<file path="config.mk">
export PLATFORM = sky130hd
export DESIGN_NAME = multicycle_control
export DESIGN_NICKNAME = d
export VERILOG_FILES = /design/src/rtl/ctrl_pkg.sv /design/src/rtl/multicycle_ctrl_outputs.sv /design/src/rtl/multicycle_control.sv
export SDC_FILE = /design/constraint.sdc
export NUM_CORES = 1
export LEC_CHECK = 0
export CORE_MARGIN = 2
export CORE_UTILIZATION = 47
export DETAILED_ROUTE_END_ITERATION = 8
export HOLD_SLACK_MARGIN = 0.05
export PLACE_DENSITY_LB_ADDON = 0.2
export SLEW_MARGIN = 30
export SYNTH_ARGS = -nofsm -noshare
export SYNTH_HDL_FRONTEND = slang
export SYNTH_SLANG_ARGS = --single-unit
</file>
<file path="constraint.sdc">
create_clock -name clk -period 2.99 [get_ports clk]
set_input_delay 0.299 -clock clk [delete_from_list [all_inputs] [get_ports clk]]
set_output_delay 0.299 -clock clk [all_outputs]
set_load 0.005 [all_outputs]
</file>
<file path="src/rtl/ctrl_pkg.sv">
// Shared definitions for the multicycle MIPS control path: opcodes, FSM states
// and the mux/ALUOp encodings that the datapath and ALU control decoder agree on.
package ctrl_pkg;

  localparam logic [5:0] OP_RTYPE = 6'b000000;
  localparam logic [5:0] OP_LW    = 6'b100011;
  localparam logic [5:0] OP_SW    = 6'b101011;
  localparam logic [5:0] OP_BEQ   = 6'b000100;
  localparam logic [5:0] OP_J     = 6'b000010;
  localparam logic [5:0] OP_ADDI  = 6'b001000;

  localparam logic [1:0] ALUOP_ADD   = 2'b00;
  localparam logic [1:0] ALUOP_SUB   = 2'b01;
  localparam logic [1:0] ALUOP_FUNCT = 2'b10;

  localparam logic [1:0] SRCB_RT       = 2'b00;
  localparam logic [1:0] SRCB_FOUR     = 2'b01;
  localparam logic [1:0] SRCB_IMM      = 2'b10;
  localparam logic [1:0] SRCB_IMM_SHL2 = 2'b11;

  localparam logic [1:0] PCSRC_ALU    = 2'b00;
  localparam logic [1:0] PCSRC_ALUOUT = 2'b01;
  localparam logic [1:0] PCSRC_JUMP   = 2'b10;

  typedef enum logic [3:0] {
    S_IDLE   = 4'd0,
    S_FETCH  = 4'd1,
    S_DECODE = 4'd2,
    S_MEMADR = 4'd3,
    S_MEMRD  = 4'd4,
    S_MEMWB  = 4'd5,
    S_MEMWR  = 4'd6,
    S_EXEC   = 4'd7,
    S_RWB    = 4'd8,
    S_BRANCH = 4'd9,
    S_JUMP   = 4'd10,
    S_ADDIEX = 4'd11,
    S_ADDIWB = 4'd12
  } state_t;

  // Dispatch target out of DECODE; unsupported opcodes fall back to FETCH.
  function automatic state_t decodeNext(input logic [5:0] op);
    state_t nxt;
    case (op)
      OP_LW, OP_SW: nxt = S_MEMADR;
      OP_RTYPE:     nxt = S_EXEC;
      OP_BEQ:       nxt = S_BRANCH;
      OP_J:         nxt = S_JUMP;
      OP_ADDI:      nxt = S_ADDIEX;
      default:      nxt = S_FETCH;
    endcase
    return nxt;
  endfunction

  function automatic logic isSupported(input logic [5:0] op);
    return (op == OP_LW) || (op == OP_SW) || (op == OP_RTYPE) ||
           (op == OP_BEQ) || (op == OP_J) || (op == OP_ADDI);
  endfunction

endpackage

</file>
<file path="src/rtl/multicycle_ctrl_outputs.sv">
// Moore output decode for the multicycle control FSM. Only FETCH looks at
// memReady (to gate IRWrite/PCWrite) and DECODE at the opcode (IllegalOp).
module multicycle_ctrl_outputs
  import ctrl_pkg::*;
(
  input  state_t     state,
  input  logic [5:0] opcode,
  input  logic       memReady,
  output logic       PCWrite,
  output logic       PCWriteCond,
  output logic       IorD,
  output logic       MemRead,
  output logic       MemWrite,
  output logic       IRWrite,
  output logic       MemtoReg,
  output logic       RegDst,
  output logic       RegWrite,
  output logic       ALUSrcA,
  output logic [1:0] ALUSrcB,
  output logic [1:0] ALUOp,
  output logic [1:0] PCSource,
  output logic       IllegalOp
);

  always_comb begin
    PCWrite     = 1'b0;
    PCWriteCond = 1'b0;
    IorD        = 1'b0;
    MemRead     = 1'b0;
    MemWrite    = 1'b0;
    IRWrite     = 1'b0;
    MemtoReg    = 1'b0;
    RegDst      = 1'b0;
    RegWrite    = 1'b0;
    ALUSrcA     = 1'b0;
    ALUSrcB     = SRCB_RT;
    ALUOp       = ALUOP_ADD;
    PCSource    = PCSRC_ALU;
    IllegalOp   = 1'b0;
    case (state)
      // PC+4 is written only on the cycle the fetch completes.
      S_FETCH: begin
        MemRead = 1'b1;
        ALUSrcB = SRCB_FOUR;
        ALUOp   = ALUOP_ADD;
        IRWrite = memReady;
        PCWrite = memReady;
      end
      S_DECODE: begin
        ALUSrcB   = SRCB_IMM_SHL2;
        ALUOp     = ALUOP_ADD;
        IllegalOp = !isSupported(opcode);
      end
      S_MEMADR: begin
        ALUSrcA = 1'b1;
        ALUSrcB = SRCB_IMM;
        ALUOp   = ALUOP_ADD;
      end
      S_MEMRD: begin
        MemRead = 1'b1;
        IorD    = 1'b1;
      end
      S_MEMWB: begin
        RegWrite = 1'b1;
        MemtoReg = 1'b1;
        RegDst   = 1'b0;
      end
      S_MEMWR: begin
        MemWrite = 1'b1;
        IorD     = 1'b1;
      end
      S_EXEC: begin
        ALUSrcA = 1'b1;
        ALUSrcB = SRCB_RT;
        ALUOp   = ALUOP_FUNCT;
      end
      S_RWB: begin
        RegWrite = 1'b1;
        RegDst   = 1'b1;
      end
      S_BRANCH: begin
        ALUSrcA     = 1'b1;
        ALUSrcB     = SRCB_RT;
        ALUOp       = ALUOP_SUB;
        PCWriteCond = 1'b1;
        PCSource    = PCSRC_ALUOUT;
      end
      S_JUMP: begin
        PCWrite  = 1'b1;
        PCSource = PCSRC_JUMP;
      end
      S_ADDIEX: begin
        ALUSrcA = 1'b1;
        ALUSrcB = SRCB_IMM;
        ALUOp   = ALUOP_ADD;
      end
      S_ADDIWB: begin
        RegWrite = 1'b1;
        RegDst   = 1'b0;
      end
      default: begin
      end
    endcase
  end

endmodule

</file>
<file path="src/rtl/multicycle_control.sv">
// Multicycle MIPS main control unit: state register, next-state logic and the
// retired-instruction counter; output decode lives in multicycle_ctrl_outputs.
module multicycle_control
  import ctrl_pkg::*;
#(
  parameter int MEM_HANDSHAKE = 1,
  parameter int CNT_W         = 32
) (
  input  logic             clk,
  input  logic             rst_n,
  input  logic [5:0]       Opcode,
  input  logic             MemReady,
  output logic             PCWrite,
  output logic             PCWriteCond,
  output logic             IorD,
  output logic             MemRead,
  output logic             MemWrite,
  output logic             IRWrite,
  output logic             MemtoReg,
  output logic             RegDst,
  output logic             RegWrite,
  output logic             ALUSrcA,
  output logic [1:0]       ALUSrcB,
  output logic [1:0]       ALUOp,
  output logic [1:0]       PCSource,
  output logic             IllegalOp,
  output logic [CNT_W-1:0] InstrCount,
  output logic [3:0]       State
);

  state_t           state;
  state_t           nextState;
  logic [CNT_W-1:0] instrCount;
  logic             memReadyEff;

  // Without the handshake every memory access completes in a single cycle.
  assign memReadyEff = MemReady || (MEM_HANDSHAKE == 0);

  always_ff @(posedge clk) begin
    if (!rst_n) begin
      state      <= S_IDLE;
      instrCount <= '0;
    end else begin
      state <= nextState;
      if (state == S_FETCH && memReadyEff) begin
        instrCount <= instrCount + CNT_W'(1);
      end
    end
  end

  always_comb begin
    nextState = S_FETCH;
    case (state)
      S_IDLE:   nextState = S_FETCH;
      S_FETCH:  nextState = memReadyEff ? S_DECODE : S_FETCH;
      S_DECODE: nextState = decodeNext(Opcode);
      S_MEMADR: nextState = (Opcode == OP_LW) ? S_MEMRD : S_MEMWR;
      S_MEMRD:  nextState = memReadyEff ? S_MEMWB : S_MEMRD;
      S_MEMWB:  nextState = S_FETCH;
      S_MEMWR:  nextState = memReadyEff ? S_FETCH : S_MEMWR;
      S_EXEC:   nextState = S_RWB;
      S_RWB:    nextState = S_FETCH;
      S_BRANCH: nextState = S_FETCH;
      S_JUMP:   nextState = S_FETCH;
      S_ADDIEX: nextState = S_ADDIWB;
      S_ADDIWB: nextState = S_FETCH;
      default:  nextState = S_FETCH;
    endcase
  end

  multicycle_ctrl_outputs u_outputs (
    .state       (state),
    .opcode      (Opcode),
    .memReady    (memReadyEff),
    .PCWrite     (PCWrite),
    .PCWriteCond (PCWriteCond),
    .IorD        (IorD),
    .MemRead     (MemRead),
    .MemWrite    (MemWrite),
    .IRWrite     (IRWrite),
    .MemtoReg    (MemtoReg),
    .RegDst      (RegDst),
    .RegWrite    (RegWrite),
    .ALUSrcA     (ALUSrcA),
    .ALUSrcB     (ALUSrcB),
    .ALUOp       (ALUOp),
    .PCSource    (PCSource),
    .IllegalOp   (IllegalOp)
  );

  assign State      = state;
  assign InstrCount = instrCount;

endmodule

</file>
==> run summary <==
status = finished, final reports clean
worst hold start = InstrCount[26]
WP data arrival = 2.07 ns
clock transition at the registers of the reported paths = 0.07 ns
H-tree depth = 2
most frequent cells in the layout = clkdlybuf4s50_1, dfxtp_1, a21oi_1, nor2_1, or4_1
final non-filler cell total = 371
post-synthesis register bit count = 36
largest net degree at the start of global routing = 35
Distinct cells, synth = 42
CP Launch Point = Opcode[0]
asr flop ratio synth = 0%
Area contributors post-synth = dfxtp_1, or4_1, a21oi_1
PwrDens = 331 nW/um^2
Worst Hold Endpoint = InstrCount[26]
hold bufs inserted after CTS = 0
CTS tree = yes
synthesis-to-finish area growth = 34.6%
Setup WS pre-CTS = 0.492 ns
Setup CP Type = input pin to output pin
grt ovf = 0
peak supply drop = 0.180 mV
initial antenna violation count = 0
Post-CTS Resized = 0
Core Rows = 24
commonest non-fill, non-tap cell in the layout = clkdlybuf4s50_1
WL per Instance = 13.9 um
Final GP Congestion = 0.847
gr usage total = 21.4%
Post-Syn Nets = 274
Data required, critical path = 2.69 ns
Yosys Warn Count = 0
Die Wd = 70.3 um
Post-synth EDFFs = 0
# fillers = 402
vias in the first global route = 1884
Hold WC Path Type = flop to flop
NumNets Final = 328
diode count = 0
DIE AREA = 4940 um^2
drt via density = 5.84
fin. max-slew vios = 0
Post-Syn Instances = 264
global-route wire length before repair = 8.71 mm
Area after DPL = 2690 um^2
Rel. slew slack = 68.1%
ys flop type = dfxtp_1
area leader, netlist = dfxtp_1
Post-Syn Area = 2060 um^2
worst r2r dst = InstrCount[27]
hold depth = 2
r2r worst-path depth = 4
setup TNS = 0 ns
min cycle time layout = 2.37 ns
Final Hold Fails = 0
Synth Area per Inst = 7.82 um^2
setup violators final = 0
# clock sinks = 36
worst slew pin tran = 0.478 ns
share of cells above drive strength 1 = 5.96%
reg2reg start = State[2]
via count = 2168
PnR worst setup slack = 0.623 ns
reg2reg setup slack = 0.64 ns
drt drc = 0
Initial Util = 48.1%
Core Box Area = 4290 um^2
skew final = 0.00706 ns
Peak Freq = 423 MHz
DP Wirelength = 3.63 mm
Final Instance Area = 2780 um^2
max-cap viol count = 0
RSZ-0062 raised after global routing = no
cell total after placement = 363
Finished Core Util = 64.7%
register area share after synthesis = 34.9%
final worst-path cycle share = 79.1%
total iterations of the first detailed-routing run = 4
Startpoint Class = input pin
Pwr Total = 0.920 mW
WHS = 0.494 ns
Num CTS Buffers = 5
CP max FO = 4
clock latency on the worst-skew pair = 0.29 ns
clock root cell = clkbuf_8
drt initial violations = 155
final antenna-violating net count = 0
post-CTS setup buffer count = 0
drt total wl = 5.16 mm
Die Ht = 70.3 um
top cell type's share of synthesized area = 34.9%
Crit. End Element = output pin
I/O pin total = 62
CTS max path bufs = 2
PortBufs = 61
Leak = 0.856 nW
multi-input logic area = 1210 um^2
register area = 721 um^2
-- worst max-delay path by stage --
stage | to | slack, ns
floorplan | InstrCount[28] | 0.69
global placement | InstrCount[24] | 0.53
detailed placement | InstrCount[28] | 0.49
CTS | InstrCount[27] | 0.62
global route | PCWrite | 0.46
finish | IllegalOp | 0.62
-- layer usage --
metal / up-vias / GRT usage, % / part of all wire, %
li1: 1105 / - / -
met1: 993 / 30.2 / 47
met2: 63 / 31.6 / 45
met3: 7 / 5.63 / 6.0
met4: 0 / 7.48 / 1.3
met5: - / 0 / 0
-- critical path, cell delays in order --
cell	delay, ns
clkdlybuf4s50_1	0.41
or2_2	0.33
nor4_1	0.36
nand2_1	0.10
o211a_1	0.13
clkdlybuf4s50_1	0.44
-- cell type report --
type | instances | share of cell area [%]
Multi-Input combinational cell | 199 | 43.7
Sequential cell | 36 | 25.9
Timing Repair Buffer | 66 | 23.3
Clock buffer | 6 | 2.97
Tap cell | 52 | 2.34
Inverter | 10 | 1.35
Clock inverter | 2 | 0.360
-- synth_stat cells, types with 4 or more instances --
| master | instances |
|---|---|
| nand4_1 | 8 |
| dfxtp_1 | 36 |
| clkbuf_1 | 14 |
| or4_1 | 22 |
| nand2_1 | 19 |
| and3_1 | 4 |
| or3_1 | 5 |
| nor4_1 | 4 |
| nand3_1 | 15 |
| o31ai_1 | 17 |
| nor3_1 | 4 |
| nor2_1 | 22 |
| a21oi_1 | 29 |
| o21ai_0 | 10 |
| inv_1 | 10 |
| xor2_1 | 6 |
-- registers in the layout, indices dropped and copies added, names as in the netlist --
register / count
InstrCount: 32
State: 4
-- power breakdown --
group | switching, mW | internal (mW)
Clock | 0.166 | 0.184
Sequential | 0.00350 | 0.482
Combinational | 0.0426 | 0.0415
-- logic make-up (layout without fill, tap and decap cells) --
logic type / after synthesis / in the layout / share of synthesized area (%)
buffers and inverters: 29 / 84 / 6.24
and+or+nand+nor: 118 / 118 / 32.5
AOI/OAI and AO/OA: 70 / 70 / 21.4
adders and majority gates: 1 / 1 / 0.606
muxes: 1 / 1 / 0.545
DFF: 36 / 36 / 34.9
xor gates and xnor gates: 9 / 9 / 3.82
Note: power is estimated with default switching activity, not from simulation.
